**config.mk**
```make
export PLATFORM = sky130hd
export DESIGN_NAME = multicycle_addsub
export DESIGN_NICKNAME = d
export VERILOG_FILES = /design/src/rtl/multicycle_addsub.sv
export SDC_FILE = /design/constraint.sdc
export NUM_CORES = 1
export LEC_CHECK = 0
export ABC_AREA = 1
export BUFFER_PORTS_ARGS = -buffer_cell sky130_fd_sc_hd__buf_2
export CAP_MARGIN = 5
export CORE_MARGIN = 4
export CORE_UTILIZATION = 50
export CTS_CLUSTER_DIAMETER = 80
export DETAILED_ROUTE_END_ITERATION = 8
export GPL_ROUTABILITY_DRIVEN = 1
export HOLD_SLACK_MARGIN = 0.03
export PLACE_DENSITY = 0.77
export SETUP_SLACK_MARGIN = 0.4
export SLEW_MARGIN = 20
export SYNTH_ARGS = -nofsm -noshare
export SYNTH_HDL_FRONTEND = slang
export SYNTH_SLANG_ARGS = --single-unit
```
**constraint.sdc**
```tcl
create_clock -name clk -period 5.6 [get_ports clk]
set_input_delay 1.12 -clock clk [delete_from_list [all_inputs] [get_ports clk]]
set_output_delay 1.12 -clock clk [all_outputs]
set_load 0.03 [all_outputs]
```
**src/rtl/multicycle_addsub.sv**
```systemverilog
// Multi-cycle signed add/subtract: an N-bit operation is processed W bits per clock,
// LSB chunk first, through one W-bit adder with the carry registered between chunks.
module multicycle_addsub #(
   parameter int N = 64,
   parameter int W = 16
) (
   input  logic         clk,
   input  logic         rst,
   input  logic         start,
   input  logic         sub,
   input  logic [N-1:0] inp1,
   input  logic [N-1:0] inp2,
   output logic         busy,
   output logic         done,
   output logic [N-1:0] sum,
   output logic         cout,
   output logic         ovf
);

   localparam int K  = N / W;
   localparam int CW = (K > 1) ? $clog2(K) : 1;

   typedef enum logic [1:0] {
      IDLE = 2'd0,
      RUN  = 2'd1,
      DONE = 2'd2
   } state_t;

   state_t         state_r;
   state_t         state_nx_s;
   logic [N-1:0]   a_r;
   logic [N-1:0]   b_r;
   logic [N-1:0]   acc_r;
   logic [N-1:0]   acc_nx_s;
   logic [N-1:0]   sum_r;
   logic           carry_r;
   logic           cout_r;
   logic           ovf_r;
   logic           busy_r;
   logic           done_r;
   logic [CW-1:0]  cnt_r;
   logic [W-1:0]   a_chunk_s;
   logic [W-1:0]   b_chunk_s;
   logic [W:0]     add_s;
   logic           msb_cin_s;
   logic           last_s;
   logic           accept_s;

   // Chunk adder and accumulator merge for the chunk selected by the counter
   always_comb begin
      a_chunk_s = a_r[int'(cnt_r) * W +: W];
      b_chunk_s = b_r[int'(cnt_r) * W +: W];
      add_s     = {1'b0, a_chunk_s} + {1'b0, b_chunk_s} + {{W{1'b0}}, carry_r};
      // carry into the chunk MSB recovered from the MSB sum bit
      msb_cin_s = a_chunk_s[W-1] ^ b_chunk_s[W-1] ^ add_s[W-1];
      acc_nx_s  = acc_r;
      acc_nx_s[int'(cnt_r) * W +: W] = add_s[W-1:0];
      last_s    = (cnt_r == CW'(K - 1));
   end

   // Next-state logic and start acceptance
   always_comb begin
      state_nx_s = state_r;
      accept_s   = 1'b0;
      case (state_r)
         IDLE: begin
            if (start) begin
               state_nx_s = RUN;
               accept_s   = 1'b1;
            end else begin
               state_nx_s = IDLE;
            end
         end
         RUN: begin
            if (last_s) begin
               state_nx_s = DONE;
            end else begin
               state_nx_s = RUN;
            end
         end
         DONE: begin
            if (start) begin
               state_nx_s = RUN;
               accept_s   = 1'b1;
            end else begin
               state_nx_s = IDLE;
            end
         end
         default: begin
            state_nx_s = IDLE;
         end
      endcase
   end

   // State register
   always_ff @(posedge clk or negedge rst) begin
      if (!rst) begin
         state_r <= IDLE;
      end else begin
         state_r <= state_nx_s;
      end
   end

   // Operand latch, chunk sequencing and result capture
   always_ff @(posedge clk or negedge rst) begin
      if (!rst) begin
         a_r     <= {N{1'b0}};
         b_r     <= {N{1'b0}};
         acc_r   <= {N{1'b0}};
         sum_r   <= {N{1'b0}};
         carry_r <= 1'b0;
         cout_r  <= 1'b0;
         ovf_r   <= 1'b0;
         busy_r  <= 1'b0;
         done_r  <= 1'b0;
         cnt_r   <= {CW{1'b0}};
      end else begin
         busy_r <= (state_nx_s == RUN);
         done_r <= (state_nx_s == DONE);
         if (accept_s) begin
            a_r     <= inp1;
            b_r     <= sub ? ~inp2 : inp2;
            carry_r <= sub;
            cnt_r   <= {CW{1'b0}};
         end else if (state_r == RUN) begin
            acc_r   <= acc_nx_s;
            carry_r <= add_s[W];
            if (last_s) begin
               cnt_r  <= {CW{1'b0}};
               sum_r  <= acc_nx_s;
               cout_r <= add_s[W];
               ovf_r  <= msb_cin_s ^ add_s[W];
            end else begin
               cnt_r  <= cnt_r + CW'(1);
            end
         end else begin
            cnt_r <= cnt_r;
         end
      end
   end

   assign busy = busy_r;
   assign done = done_r;
   assign sum  = sum_r;
   assign cout = cout_r;
   assign ovf  = ovf_r;

endmodule
```
==> results.py <==
metrics = {
    "pwr": {
        "p_clk_share_pct": 18.3,
        "peakVddDrop_v": 0.0003941,
        "power-per-cell-area_mw_per_mm2": 725.0,
        "switchingPower_mw": 5.395,
        "sequentialPowerShare_pct": 28.4,
        "p_leak_nw": 8.060,
        "comb_power_share_pct": 53.3,
        "swShare_pct": 48.64,
        "intPower_mw": 5.697,
    },
    "die": {
        "ioPinCount": 200,
        "start_util_pct": 50.59,
        "core_area_sq_mm": 0.02598,
        "rows": 59,
        "design.die.area_sq_mm": 0.02895,
        "fp.dieW_um": 170.2,
        "dieHeight_um": 170.2,
    },
    "synth": {
        "synth-main-ff-cell": "dfrtp_1",
        "ys_seq_elements": 265,
        "yosysMostFrequentCell": "nand2_1",
        "synth_cells": 1671,
        "synth_common_cells": "nand2_1, dfrtp_1, o21ai_0",
        "avgSynthCellArea_sq_um": 7.867,
        "synth_seq_area_share_pct": 50.44,
        "synth_nets": 1826,
        "yosys.area.top_type_share_pct": 50.44,
        "yosys-top-cells-area": "dfrtp_1, nand2_1, o21ai_0",
        "synthArstFlopShare_pct": 100.0,
        "syn_area_sq_mm": 0.01315,
        "ys_warn_count": 0,
        "synth_edf_count": 0,
        "synth_top_cell_by_area": "dfrtp_1",
        "yosysUniqueCellTypes": 34,
    },
    "place": {
        "place_congestion": 0.9058,
        "port_buffers": 199,
        "dp_hpwl_um": 23880,
    },
    "route": {
        "ant_nets": 0,
        "drc": 0,
        "firstDrtPassIters": 5,
        "vias_per_cell": 5.255,
        "drt_iter0_drc": 1095,
        "via_count": 11403,
        "wirelength_um": 34980,
        "post_drt_wl_per_cell_um": 16.12,
    },
    "critical_path": {
        "criticalPathCategory": "flip-flop to flip-flop",
        "r2r_slack_ns": 1.63,
        "cp_top_family": "buffers and inverters",
        "reg2reg_to": "ovf",
        "critPathBufInv": 3,
        "slowest_delay_ns": 1.00,
        "worstPathArrival_ns": 4.39,
        "path_common_cell": "nand2_1",
        "end_kind": "flip-flop",
        "slowest_stage": "clkinv_2",
        "path_cells": "buf_4 > ha_1 > inv_1 > nor2_4 > clkinv_2 > nand2_1 > o21ai_1 > o21ai_0 > nand2_1",
        "worstPathMaxFanout": 90,
        "r2r_cells": 9,
        "start_kind": "flip-flop",
        "r2r_start": "cnt_r[0]",
        "critical_path_cell_count": 9,
        "critPathRequiredTime_ns": 6.02,
    },
    "cts": {
        "cts_resized": 0,
        "clkLatencyLatePin_ns": 0.54,
        "cts-buffers-inserted": 28,
        "cts.sinks": 265,
        "cts_max_path_buffers": 3,
        "clk_pin_slew_ns": 0.06,
        "htree_levels": 1,
        "cts-root-buf": "clkbuf_16",
        "hold_buffers": 0,
        "post-cts-setup-buffers": 0,
        "cts_tree": "done",
    },
    "global_routing": {
        "first_global_vias": 11041,
        "grtUsageTotal_pct": 23.73,
        "grt_pass1_wl_um": 55880,
        "antenna_found_initial": 0,
        "grt_max_degree": 114,
        "grt_remaining_overflow": 0,
    },
    "sta": {
        "worst_pin_slew_ns": 1.139,
        "drv_slew": 0,
        "period_share_pct": 70.90,
        "fin_skew_ns": 0.01245,
        "layout_min_cycle_time_ns": 3.971,
        "report.final.hold_viol_count": 0,
        "tns_ns": 0,
        "fmax_ghz": 0.2519,
        "rsz0062_at_grt": "no",
        "setup_viol": 0,
        "relSlewSlack_pct": 23.97,
    },
    "layout": {
        "nFillCells": 2364,
        "final_core_util_pct": 58.87,
        "num_antenna_cells": 0,
        "areaGrowthSynthToFinish_pct": 16.37,
        "fin_nets": 1968,
        "layout-drive-gt1-share_pct": 16.24,
    },
    "min_path": {
        "min_to": "sum[47]",
        "hp-class": "flip-flop to flip-flop",
        "hold_depth": 2,
        "hold_start": "sum[47]",
    },
    "run": {
        "maxCapViolations": 0,
    },
    "outcome": {
        "status": "finished, final reports clean",
    },
}
==> cells by family after synthesis <==
group / share of synthesized area (%)
adder cells (fa/ha/maj): 2.303
AND/OR/NAND/NOR: 26.25
XOR/XNOR: 4.902
flip-flops: 50.44
AO/OA/AOI/OAI: 10.36
buffers and inverters: 5.739
==> placed cells by master (no fill, tap or decap), types with 3 or more instances in the layout <==
cell type and instances:
a21oi_1 10, a31oi_1 4, buf_2 197, buf_4 9, bufinv_16 4, clkbuf_1 3
clkbuf_16 29, clkbuf_8 11, clkinv_2 4, dfrtp_1 264, ha_1 21, inv_1 83
inv_2 6, nand2_1 718, nand2_2 10, nand3_1 28, nand3_2 5, nand4_1 17
nor2_1 83, nor2_2 4, o21a_1 3, o21ai_0 159, o21ai_1 20, o21ai_2 4
o22ai_1 48, xnor2_1 67, xor2_2 3
==> state kept, by name, summed over array words and instances (netlist names) <==
name,count
a_r,64
acc_r,64
b_r,64
sum,64
cnt_r,2
state_r,2
busy,1
carry_r,1
cout,1
done,1
ovf,1
==> how the worst max path moves through the flow <==
stage | startpoint | end | slack (ns)
4_1_cts | cnt_r[0] | ovf | 1.97
3_5_place_dp | cnt_r[0] | ovf | 2.01
6_report | cnt_r[0] | ovf | 1.63
2_1_floorplan | cnt_r[0] | acc_r[24] | 2.67
5_1_grt | cnt_r[0] | ovf | 1.25
3_3_place_gp | cnt_r[0] | ovf | 2.08
==> metal layers <==
layer	vias up	global-route usage, %	share of wire (%)
met5	-	0	0
met1	5325	33.06	44
li1	5569	-	-
met2	427	38.08	46
met4	0	8.542	3.6
met3	82	3.647	6.7
==> per-stage QoR <==
step | total power, mW | worst slack (ns) | cells | hold slack [ns] | instance area (sq um)
after CTS | 11.08 | 1.970 | 2170 | 0.4767 | 15300
after global placement | 8.886 | 2.083 | 2118 | 0.4573 | 14260
after global routing | 11.93 | 1.253 | 2170 | 0.4898 | 15300
after detailed placement | 9.008 | 2.007 | 2118 | 0.4603 | 14260
after floorplan | 7.240 | 2.672 | 1671 | 0.4436 | 13150
final | 11.09 | 1.629 | 2170 | 0.4697 | 15300
==> worst reg2reg max path, stage by stage (launching register included) <==
cell      delay (ns)
dfrtp_2         0.37
buf_4           0.74
ha_1            0.36
inv_1           0.12
nor2_4          0.70
clkinv_2        1.00
nand2_1         0.28
o21ai_1         0.09
o21ai_0         0.12
nand2_1         0.08
==> final cells by class <==
cell class / count / area, sq um / area share (%)
clock buffers: 43 / 888.4 / 5.807
well taps: 335 / 419.2 / 2.740
inverters: 92 / 346.6 / 2.265
repair buffers: 208 / 1089 / 7.115
clock inverters: 9 / 150.1 / 0.9814
flip-flops and latches: 265 / 6633 / 43.35
multi-input cells: 1218 / 5773 / 37.74
==> power by group through the flow <==
| stage | clock network [mW] | registers [mW] | logic, mW |
|---|---|---|---|
| finish | 2.03 | 3.15 | 5.91 |
| global placement | 0 | 3.14 | 5.74 |
| floorplan | 0 | 3.41 | 3.83 |
| detailed placement | 0 | 3.16 | 5.84 |
| CTS | 2.06 | 3.14 | 5.88 |
| global route | 2.14 | 3.23 | 6.56 |
(Power assumes the default switching activity.)
